[src/rtl/rv32m_pkg.sv]
// +-----------------------------------------------------------------------------
// | Module   : rv32m_pkg
// | Brief    : Shared types and constants for the RV32M divide/multiply unit.
// | Revision : 1.0
// +-----------------------------------------------------------------------------
`default_nettype none

package rv32m_pkg;

   typedef enum logic [1:0] {
      IDLE = 2'd0,
      CALC = 2'd1,
      FIX  = 2'd2,
      DONE = 2'd3
   } div_state_t;

   localparam int          DIV_ITERS    = 32;
   localparam logic [31:0] DIV_ZERO_QUO = '1;
   localparam logic [31:0] DIV_OVF_QUO  = 32'h8000_0000;

endpackage

`default_nettype wire

[src/rtl/div_step.sv]
// +-----------------------------------------------------------------------------
// | Module   : div_step
// | Brief    : One combinational radix-2 restoring division iteration.
// | Revision : 1.0
// +-----------------------------------------------------------------------------
`default_nettype none

module div_step #(
   parameter int WIDTH = 32
) (
   input  logic [WIDTH-1:0] rem,
   input  logic [WIDTH-1:0] quo,
   input  logic [WIDTH-1:0] divisor,
   output logic [WIDTH-1:0] rem_next,
   output logic [WIDTH-1:0] quo_next
);

   logic [WIDTH:0]   shifted;
   logic [WIDTH-1:0] diff;
   logic             fits;

   // The shifted partial remainder needs one extra bit before the trial subtract.
   assign shifted  = {rem, quo[WIDTH-1]};
   assign fits     = (shifted >= {1'b0, divisor});
   assign diff     = WIDTH'(shifted - {1'b0, divisor});
   assign rem_next = fits ? diff : shifted[WIDTH-1:0];
   assign quo_next = {quo[WIDTH-2:0], fits};

endmodule

`default_nettype wire

[src/rtl/seq_div32.sv]
// +-----------------------------------------------------------------------------
// | Module   : seq_div32
// | Brief    : Iterative restoring divider for RV32M DIV/DIVU/REM/REMU.
// |            Optional macro DIV_EARLY_OUT_EN skips iterations when |a| < |b|.
// | Revision : 1.0
// +-----------------------------------------------------------------------------
`default_nettype none

module seq_div32
   import rv32m_pkg::*;
#(
   parameter int WIDTH = 32
) (
   input  logic             CLK,
   input  logic             RST,
   input  logic [WIDTH-1:0] dividend,
   input  logic [WIDTH-1:0] divisor,
   input  logic             is_signed,
   input  logic             start,
   output logic             busy,
   output logic             finished,
   output logic [WIDTH-1:0] quotient,
   output logic [WIDTH-1:0] remainder
);

   localparam int CW = $clog2(DIV_ITERS);

   div_state_t       state;
   logic [CW-1:0]    cnt;
   logic [WIDTH-1:0] rem_work;
   logic [WIDTH-1:0] quo_work;
   logic [WIDTH-1:0] dvsr;
   logic             neg_quo;
   logic             neg_rem;
   logic             special;

   logic             a_neg;
   logic             b_neg;
   logic [WIDTH-1:0] a_mag;
   logic [WIDTH-1:0] b_mag;
   logic             div_zero;
   logic             overflow;
   logic             early;
   logic [WIDTH-1:0] step_rem;
   logic [WIDTH-1:0] step_quo;

   assign a_neg    = is_signed & dividend[WIDTH-1];
   assign b_neg    = is_signed & divisor[WIDTH-1];
   assign a_mag    = a_neg ? -dividend : dividend;
   assign b_mag    = b_neg ? -divisor  : divisor;
   assign div_zero = (divisor == '0);
   assign overflow = is_signed && (dividend == {1'b1, {(WIDTH-1){1'b0}}}) && (divisor == '1);

`ifdef DIV_EARLY_OUT_EN
   assign early = !div_zero && (a_mag < b_mag);
`else
   assign early = 1'b0;
`endif

   div_step #(
      .WIDTH    (WIDTH)
   ) u_step (
      .rem      (rem_work),
      .quo      (quo_work),
      .divisor  (dvsr),
      .rem_next (step_rem),
      .quo_next (step_quo)
   );

   always_ff @(posedge CLK or posedge RST) begin
      if (RST) begin
         state     <= IDLE;
         cnt       <= '0;
         rem_work  <= '0;
         quo_work  <= '0;
         dvsr      <= '0;
         neg_quo   <= 1'b0;
         neg_rem   <= 1'b0;
         special   <= 1'b0;
         busy      <= 1'b0;
         finished  <= 1'b0;
         quotient  <= '0;
         remainder <= '0;
      end else if (start) begin
         // A new request always wins, silently dropping any operation in flight.
         dvsr     <= b_mag;
         neg_quo  <= a_neg ^ b_neg;
         neg_rem  <= a_neg;
         cnt      <= '0;
         busy     <= 1'b1;
         finished <= 1'b0;
         if (div_zero) begin
            rem_work <= dividend;
            quo_work <= DIV_ZERO_QUO;
            special  <= 1'b1;
            state    <= FIX;
         end else if (overflow) begin
            rem_work <= '0;
            quo_work <= DIV_OVF_QUO;
            special  <= 1'b1;
            state    <= FIX;
         end else if (early) begin
            rem_work <= a_mag;
            quo_work <= '0;
            special  <= 1'b0;
            state    <= FIX;
         end else begin
            rem_work <= '0;
            quo_work <= a_mag;
            special  <= 1'b0;
            state    <= CALC;
         end
      end else begin
         case (state)
            IDLE: begin
               busy     <= 1'b0;
               finished <= 1'b0;
            end
            CALC: begin
               rem_work <= step_rem;
               quo_work <= step_quo;
               cnt      <= cnt + 1'b1;
               if (cnt == CW'(DIV_ITERS - 1)) begin
                  state <= FIX;
               end
            end
            FIX: begin
               // Special-case results are architecturally fixed bit patterns, never sign-adjusted.
               quotient  <= (!special && neg_quo) ? -quo_work : quo_work;
               remainder <= (!special && neg_rem) ? -rem_work : rem_work;
               finished  <= 1'b1;
               state     <= DONE;
            end
            DONE: begin
               finished <= 1'b0;
               busy     <= 1'b0;
               state    <= IDLE;
            end
            default: begin
               state <= IDLE;
            end
         endcase
      end
   end

endmodule

`default_nettype wire
[config.mk]
export PLATFORM = sky130hd
export DESIGN_NAME = seq_div32
export DESIGN_NICKNAME = d
export VERILOG_FILES = /design/src/rtl/rv32m_pkg.sv /design/src/rtl/div_step.sv /design/src/rtl/seq_div32.sv
export SDC_FILE = /design/constraint.sdc
export NUM_CORES = 1
export LEC_CHECK = 0
export ABC_CLOCK_PERIOD_IN_PS = 7780
export CAP_MARGIN = 20
export CORE_ASPECT_RATIO = 2
export CORE_MARGIN = 2
export CORE_UTILIZATION = 50
export CTS_CLUSTER_SIZE = 12
export DETAILED_ROUTE_END_ITERATION = 8
export PLACE_DENSITY = 0.72
export SKIP_LAST_GASP = 1
export SLEW_MARGIN = 40
export SYNTH_ARGS = -nofsm -noshare
export SYNTH_HDL_FRONTEND = slang
export SYNTH_SLANG_ARGS = --single-unit
[constraint.sdc]
create_clock -name CLK -period 7.78 [get_ports CLK]
set_input_delay 1.556 -clock CLK [delete_from_list [all_inputs] [get_ports CLK]]
set_output_delay 1.556 -clock CLK [all_outputs]
set_load 0.05 [all_outputs]
==> impl_metrics.csv, run 1 <==
group,metric,value,unit
synth,ys_warn_count,0,
synth,synth_flop_cell,"dfrtp_1",
timing,fin_crit_sh,57.5,%
timing,rsz0062_at_grt,"no",
cts,post_cts_buffers,0,
cts,root_buffer,"clkbuf_16",
global_route,track_usage,28.1,%
setup_path,crit_fanout,20,
setup_path,cp_slowest_stage_delay,0.53,ns
outcome,outcome,"finished, final reports clean",
setup_path,r2r.worst_path.cells,11,
synth,async_flop_share,100,%
synth,ys_seq_elements,172,
setup_path,crit_path_top_delay_cell,"clkdlybuf4s50_1",
worst_hold_path,hp-start,"quotient[16]",
place,port-buffer-count,133,
cts,clockBufferDepth,2,
timing,worst_slack,3.30,ns
setup_path,r2r-end,"rem_work[0]",
synth,syn_inst,1376,
synth,synthDistinctLibCells,67,
worst_hold_path,min_path_cells,2,
cts,clkTransAtPathRegs,0.07,ns
cts,postCtsHoldBufs,0,
timing,maxSlewViolCount,0,
setup_path,crit_path_end_kind,"flop",
timing,fmax,0.223,GHz
cts,cts.sinks,172,
global_route,grt_max_degree,120,
route,dr.pass1.iters,7,
worst_hold_path,hp-class,"reg2reg",
timing,setup_total_negative_slack,0,ns
global_route,gr-total-overflow,0,
global_route,grt_pass1_wl,54100,µm
final_layout,final_common_cell,"dfrtp_1",
synth,synth_area_per_cell,8.46,µm²
route,vias,10400,
final_layout,final_layout_size_suffix_gt1_share,4.67,%
synth,syn_nets,1488,
final_layout,regArea,4300,µm²
die,core,23000,µm²
power,power_density,328,nW/µm²
power,power.total,4.48,mW
setup_path,ff2ff_setup_slack,3.92,ns
place,pre_cts_ws,2.87,ns
global_route,grt_pass1_vias,10200,
power,p_leak,5.86,nW
final_layout,diodes,0,
route,drt_iter0_markers,894,
flow_run,maxCapViolCount,0,
die,ios,134,
final_layout,multi_input_area,6810,µm²
cts,cts_resized,0,
worst_hold_path,holdPathEnd,"quotient[16]",
final_layout,final_nets,1578,
global_route,antenna_found_initial,0,
setup_path,critPathKind,"in2reg",
synth,synth.cell_area,11600,µm²
setup_path,startpoint_type,"primary input",
setup_path,reg2reg_from,"rem_work[9]",
power,ir_worst_vdd,0.000272,V
timing,finClkSkew,0.0120,ns
synth,synth_edf_count,0,
die,dieArea,24600,µm²
timing,worstMarginPinSlew,0.778,ns
cts,cts_max_level,4,
route,route.detailed.drc,0,
die,die_w,112,µm
cts,clkLatencyLatePin,0.45,ns
synth,ys_seq_area_share,37.0,%
timing,relSlewSlack,47.8,%
timing,hold_ws,0.479,ns
timing,finalSetupViolCount,0,
final_layout,fillers,2103,
die,die_h,220,µm
timing,finalHoldViolations,0,
die,row_count,79,
place,gp_congestion,0.967,
cts,cts_tree,"built",
setup_path,crit_chain,"clkdlybuf4s50_1 -> or3_1 -> or3_1 -> nor3_2 -> nand2_1 -> o21ai_2 -> buf_4 -> nor2_1 -> o21ai_0 -> o21ai_0 -> o22a_1",
final_layout,final_cell_mix,"172 x dfrtp_1, 148 x o21ai_0, 132 x clkdlybuf4s50_1, 124 x nor2_1, 123 x nand2_1",
die,initial_core_util,50.5,%
route,via_per_inst,5.93,
setup_path,cp_data_arrival_time,4.82,ns
cts,cts_inserted_buffers,17,
timing,period_needed,4.48,ns
final_layout,area_delta_synth_final,17.6,%
route,wl,34100,µm
route,routedWlPerCell,19.4,µm
route,ant_nets,0,
place,dp_hpwl,26200,µm
setup_path,required,8.12,ns
final_layout,finish.utilization,59.4,%
[stage by stage]
stage                     area [µm²]  instances
after floorplan                11600       1376
after global placement         13100       1730
after detailed placement       13100       1730
after CTS                      13700       1760
after global routing           13700       1760
final                          13700       1760
[power by group]
group | internal [mW] | switching (mW)
clock | 0.464 | 0.368
combinational | 0.835 | 1.44
sequential | 1.14 | 0.236
[registers in the layout (all words and copies together), names as in the netlist]
register	count
quotient	32
finished	1
neg_rem	1
busy	1
cnt	5
remainder	32
state	2
neg_quo	1
quo_work	32
dvsr	32
special	1
rem_work	32
[kinds of logic (layout without fill, tap and decap cells)]
kind of cell	Yosys count	count (layout)	synth area share [%]
flip-flops	172	172	37.0
XOR/XNOR	150	150	11.3
adder cells (fa/ha/maj)	44	44	4.80
buffers and inverters	135	236	4.67
multiplexers	39	39	3.39
AND/OR/NAND/NOR	405	405	16.9
AO/OA/AOI/OAI	431	431	21.9
[critical path, delay by kind of cell]
kind / cells / cell delay, ns
buffers and inverters: 2 / 0.85
AND/OR/NAND/NOR: 5 / 1.57
AO/OA/AOI/OAI: 4 / 0.83
[layer usage]
metal	wire (µm)	part of all wire [%]	track usage (%)	up-vias
li1	-	-	-	5041
met1	13900	41	34.1	4932
met2	16700	49	47.5	377
met3	1680	4.9	4.51	87
met4	1810	5.3	15.3	0
met5	0	0	0	-
[layout make-up]
| class | instances | area share, % |
|---|---|---|
| clock inverters | 8 | 0.622 |
| inverters | 63 | 1.77 |
| repair buffers | 143 | 10.3 |
| well taps | 283 | 2.59 |
| clock buffers | 22 | 3.47 |
| flip-flops and latches | 172 | 31.5 |
| multi-input cells | 1069 | 49.8 |
[how the worst max path moves through the flow]
stage                       from      endpoint  slack, ns  depth (start not counted)
global placement    dividend[25]  quo_work[15]       2.83                         10
detailed placement  dividend[25]  quo_work[22]       2.87                         10
global route         dividend[0]  quo_work[20]       3.06                         13
CTS                 dividend[25]  quo_work[22]       3.36                         10
floorplan                    RST          busy       1.56                          1
finish               dividend[9]  quo_work[20]       3.30                         11
[synth_stat cells, drive strengths merged (2+ instances only)]
| library cell | n | area share (%) |
|---|---|---|
| a31oi | 12 | 0.77 |
| o21a | 4 | 0.26 |
| o211a | 2 | 0.17 |
| inv | 63 | 2.0 |
| o21bai | 6 | 0.42 |
| clkbuf | 56 | 1.8 |
| a211o | 2 | 0.15 |
| o31ai | 16 | 1.0 |
| a211oi | 20 | 1.3 |
| o41ai | 10 | 0.82 |
| or4 | 7 | 0.48 |
| nor4b | 2 | 0.28 |
| nand3 | 12 | 0.56 |
| o22ai | 23 | 1.2 |
| nor2 | 127 | 4.2 |
| and2 | 4 | 0.22 |
| ha | 43 | 4.6 |
| mux2 | 3 | 0.29 |
| nand2b | 17 | 0.98 |
| a21o | 10 | 0.65 |
| and3 | 6 | 0.32 |
| nor3 | 29 | 1.4 |
| dfrtp | 172 | 37 |
| nand2 | 125 | 4.0 |
| nor2b | 25 | 1.3 |
| or3 | 13 | 0.78 |
| o22a | 4 | 0.30 |
| o211ai | 4 | 0.26 |
| a21oi | 109 | 4.7 |
| a22oi | 28 | 1.8 |
| xor2 | 71 | 5.3 |
| nor4 | 14 | 0.94 |
| buf | 16 | 0.83 |
| xnor2 | 79 | 5.9 |
| nand4 | 18 | 0.97 |
| nand3b | 3 | 0.19 |
| o21ai | 173 | 7.4 |
| mux2i | 36 | 3.1 |
Power figures use the tool's default switching activity.
==> inputs of run 2 (changes only) <==
- ABC_CLOCK_PERIOD_IN_PS: 7780 -> 4430
- clock period: 7.78 -> 4.43 ns (I/O delays scaled with it)
==> run 2 against run 1 <==
Compared with the run above:
- clock power up 83%
- clock skew is 0.0036 ns lower
- combinational power is 77% higher
- register-to-register slack lost 3.0 ns
- power grew 77%
- core utilization up 0.98 points
- critical path depth is 2 higher
- cell count grew 1.1%
- via count grew 0.23%
- largest cell class unchanged
- largest power group unchanged
==> impl_metrics.csv, run 2 (synthesis results as in run 1) <==
group,metric,value,unit
outcome,outcome,"finished, final reports clean",
power,power.total,7.95,mW
global_route,grt_pass1_wl,53300,µm
final_layout,diodes,0,
global_route,gr-total-overflow,0,
setup_path,startpoint_type,"primary input",
cts,cts_max_level,4,
cts,cts_inserted_buffers,17,
setup_path,cp_data_arrival_time,3.91,ns
final_layout,final_nets,1595,
global_route,grt_max_degree,79,
cts,cts_tree,"built",
power,ir_worst_vdd,0.000497,V
timing,period_needed,3.58,ns
setup_path,cpMostUsedCell,"inv_1",
final_layout,area_delta_synth_final,19.5,%
final_layout,fin_cells,1779,
setup_path,required,4.77,ns
flow_run,maxCapViolCount,0,
final_layout,final_cell_mix,"172 x dfrtp_1, 148 x o21ai_0, 132 x clkdlybuf4s50_1, 124 x nor2_1, 123 x nand2_1",
cts,clockBufferDepth,2,
setup_path,ff2ff_setup_slack,0.97,ns
worst_hold_path,hp-class,"reg2reg",
route,wl,33300,µm
global_route,grt_pass1_vias,10400,
route,ant_nets,0,
global_route,antenna_found_initial,0,
final_layout,fin_area,13900,µm²
final_layout,regArea,4300,µm²
route,via_per_inst,5.88,
cts,post_cts_buffers,0,
die,ios,134,
setup_path,crit_path_top_delay_cell,"clkdlybuf4s50_1",
place,port-buffer-count,133,
die,dieArea,24600,µm²
setup_path,crit_chain,"clkdlybuf4s50_1 -> inv_1 -> ha_1 -> nor4b_1 -> nand3_1 -> nor3_2 -> nand2_1 -> o21ai_2 -> buf_12 -> inv_1 -> o21ai_0 -> a21oi_1 -> a21o_1",
final_layout,final_common_cell,"dfrtp_1",
setup_path,cp_slowest_stage_delay,0.57,ns
cts,postCtsHoldBufs,0,
cts,cts_resized,0,
setup_path,crit_path_end_kind,"flop",
setup_path,cp-endpoint,"state[0]",
timing,maxSlewViolCount,0,
place,dp.cells,1747,
timing,fin_crit_sh,80.7,%
power,p_leak,5.98,nW
global_route,track_usage,27.3,%
cts,root_buffer,"clkbuf_16",
route,dr.pass1.iters,6,
final_layout,final_layout_size_suffix_gt1_share,5.95,%
final_layout,multi_input_area,6810,µm²
timing,relSlewSlack,44.5,%
power,power_density,572,nW/µm²
die,initial_core_util,50.5,%
timing,rsz0062_at_grt,"no",
setup_path,crit_fanout,29,
route,routedWlPerCell,18.7,µm
timing,fmax,0.280,GHz
place,dp_hpwl,25700,µm
cts,clkLatencyLatePin,0.44,ns
final_layout,finish.utilization,60.4,%
setup_path,reg2reg_from,"rem_work[12]",
cts,cts.sinks,172,
setup_path,r2r.worst_path.cells,11,
final_layout,fillers,2062,
timing,finClkSkew,0.00839,ns
setup_path,r2r-end,"rem_work[0]",
route,vias,10500,
timing,finalSetupViolCount,0,
route,drt_iter0_markers,853,
route,route.detailed.drc,0,
die,die_w,112,µm
cts,clkTransAtPathRegs,0.07,ns
timing,worstMarginPinSlew,0.832,ns
timing,setup_total_negative_slack,0,ns
timing,finalHoldViolations,0,
die,core,23000,µm²
die,die_h,220,µm
place,gp_congestion,0.961,
place,placed_area,13300,µm²
die,row_count,79,
setup_path,startpoint,"dividend[0]",
setup_path,critPathKind,"in2reg",
-- run 2: cell type report --
class	instances	area share, %
Sequential cell	172	30.9
Tap cell	283	2.55
Multi-Input combinational cell	1069	49.0
Clock inverter	12	0.972
Timing Repair Buffer	160	11.6
Clock buffer	20	3.28
Inverter	63	1.73
-- run 2: through the flow --
step | hold slack, ns | worst slack (ns)
6_report | 0.479 | 0.854
5_1_grt | 0.506 | 0.494
4_1_cts | 0.485 | 0.887
3_5_place_dp | 0.470 | 0.428
3_3_place_gp | 0.461 | 0.588
2_1_floorplan | 0.470 | 1.35
-- run 2: report_power, final --
part | leakage, nW | internal [mW] | switching [mW]
logic | 3.53 | 1.51 | 2.50
clock network | 0.285 | 0.866 | 0.657
registers | 2.17 | 2.00 | 0.412
total | 5.98 | 4.38 | 3.57
-- run 2: metal layers --
metal	share of wire, %	up-vias	GRT usage [%]
li1	-	5088	-
met1	41	4940	32.2
met2	49	347	47.4
met3	5.1	86	4.43
met4	4.8	0	14.7
met5	0	-	0
-- run 2: worst min-delay path by stage --
stage,startpoint,to,slack (ns),cells past startpoint
2_1_floorplan,neg_quo,neg_quo,0.47,1
3_3_place_gp,remainder[26],remainder[26],0.46,2
3_5_place_dp,remainder[3],remainder[3],0.47,2
4_1_cts,remainder[3],remainder[3],0.48,2
5_1_grt,remainder[3],remainder[3],0.51,2
6_report,quotient[7],quotient[7],0.48,2
-- run 2: critical path: cells and delay by family --
family          cells  cell delay [ns]
simple gates        4             1.16
buf+inv             4             1.02
compound gates      4             0.65
fa+ha+maj           1             0.19
==> inputs of run 3 (changes only) <==
- ABC_CLOCK_PERIOD_IN_PS: 4430 -> 3330
- clock period: 4.43 -> 3.33 ns (I/O delays scaled with it)
==> run 3 against run 2 <==
Compared with the run above:
- sequential power is 31% higher
- global-route usage is 1.7 points higher
- critical path depth is 2 lower
==> impl_metrics.csv, run 3 (synthesis results as in run 1) <==
group,metric,value,unit
outcome,outcome,"finished, final reports clean",
final_layout,area_delta_synth_final,25.4,%
global_route,gr-total-overflow,0,
cts,clockBufferDepth,2,
route,wl,35000,µm
cts,post_cts_buffers,0,
die,row_count,79,
global_route,grt_pass1_vias,10800,
timing,period_needed,3.19,ns
setup_path,startpoint_type,"flop",
final_layout,fin_cells,1873,
cts,cts_tree,"built",
final_layout,diodes,0,
global_route,antenna_found_initial,0,
final_layout,final_nets,1689,
final_layout,fin_area,14600,µm²
power,ir_worst_vdd,0.000628,V
cts,clkLatencyLatePin,0.45,ns
die,initial_core_util,50.5,%
cts,root_buffer,"clkbuf_16",
flow_run,maxCapViolCount,0,
power,power_density,736,nW/µm²
place,dp_hpwl,27600,µm
timing,fmax,0.313,GHz
place,pre_cts_ws,-0.121,ns
timing,worstMarginPinSlew,0.727,ns
setup_path,crit_fanout,26,
route,vias,10900,
final_layout,finish.utilization,63.4,%
cts,cts.sinks,172,
die,ios,134,
cts,clkTransAtPathRegs,0.07,ns
power,p_leak,6.42,nW
setup_path,cp_data_arrival_time,3.51,ns
setup_path,crit_path_end_kind,"flop",
route,route.detailed.drc,0,
place,gp_congestion,0.944,
worst_hold_path,hp-class,"reg2reg",
die,die_h,220,µm
final_layout,final_layout_size_suffix_gt1_share,11.5,%
setup_path,critPathKind,"reg2reg",
timing,maxSlewViolCount,0,
die,dieArea,24600,µm²
place,port-buffer-count,133,
place,dp.cells,1841,
setup_path,required,3.65,ns
route,via_per_inst,5.81,
timing,finalSetupViolCount,0,
route,dr.pass1.iters,5,
timing,setup_total_negative_slack,0,ns
global_route,track_usage,29.0,%
global_route,grt_pass1_wl,56000,µm
timing,finClkSkew,0.0108,ns
timing,fin_crit_sh,95.9,%
route,drt_iter0_markers,719,
die,core,23000,µm²
timing,relSlewSlack,51.5,%
timing,rsz0062_at_grt,"yes",
place,placed_area,14000,µm²
final_layout,final_common_cell,"dfrtp_1",
cts,cts_max_level,4,
global_route,grt_max_degree,82,
timing,finalHoldViolations,0,
final_layout,final_cell_mix,"172 x dfrtp_1, 148 x o21ai_0, 132 x clkdlybuf4s50_1, 125 x nor2_1, 123 x nand2_1",
timing,worst_slack,0.137,ns
die,die_w,112,µm
route,routedWlPerCell,18.7,µm
route,ant_nets,0,
cts,cts_inserted_buffers,17,
run 3: final timing paths:
path	start	to	slack, ns	depth (start not counted)
setup / recovery	rem_work[5]	rem_work[22]	0.14	11
setup reg to reg	rem_work[5]	rem_work[22]	0.14	11
hold / removal	quotient[5]	quotient[5]	0.48	2
hold reg to reg	quotient[5]	quotient[5]	0.48	2
min in group asynchronous	RST	remainder[8]	0.64	2
max in group asynchronous	RST	dvsr[26]	2.00	3
run 3: area by class of cell:
| type | count | area [µm²] |
|---|---|---|
| fillers | 2040 | 8440 |
| repair buffers | 254 | 2310 |
| well taps | 283 | 354 |
| clock inverters | 11 | 108 |
| clock buffers | 21 | 460 |
| flip-flops and latches | 172 | 4300 |
| inverters | 63 | 240 |
| multi-input cells | 1069 | 6820 |
run 3: worst max-delay path: stages (launching register included):
cell and delay [ns]:
dfrtp_1 0.49, ha_1 0.36, a21oi_1 0.21, o22ai_1 0.14
o21a_1 0.20, or3_1 0.44, a21oi_2 0.20, o21bai_2 0.11
a31oi_4 0.23, buf_12 0.24, mux2i_1 0.32, a21oi_1 0.11
run 3: per-layer routing:
metal | global-route usage, % | vias to the layer above | share of wire, %
li1 | - | 5270 | -
met1 | 33.8 | 5140 | 39
met2 | 49.8 | 363 | 50
met3 | 4.15 | 102 | 4.4
met4 | 18.3 | 0 | 6.4
met5 | 0 | - | 0
run 3: repair_timing:
item                                    in CTS  in global routing
resized for setup                            0                  3
endpoints found under the setup margin       0                  5
hold buffers                                 0                  0
run 3: power by group:
part,internal (mW),switching [mW]
clock network,1.08,0.896
logic,2.14,3.46
registers,2.66,0.500
run 3: stage by stage:
stage | power, mW | hold WS [ns]
floorplan | 6.99 | 0.470
global placement | 8.63 | 0.462
detailed placement | 8.76 | 0.469
CTS | 10.7 | 0.484
global route | 11.4 | 0.504
finish | 10.7 | 0.479
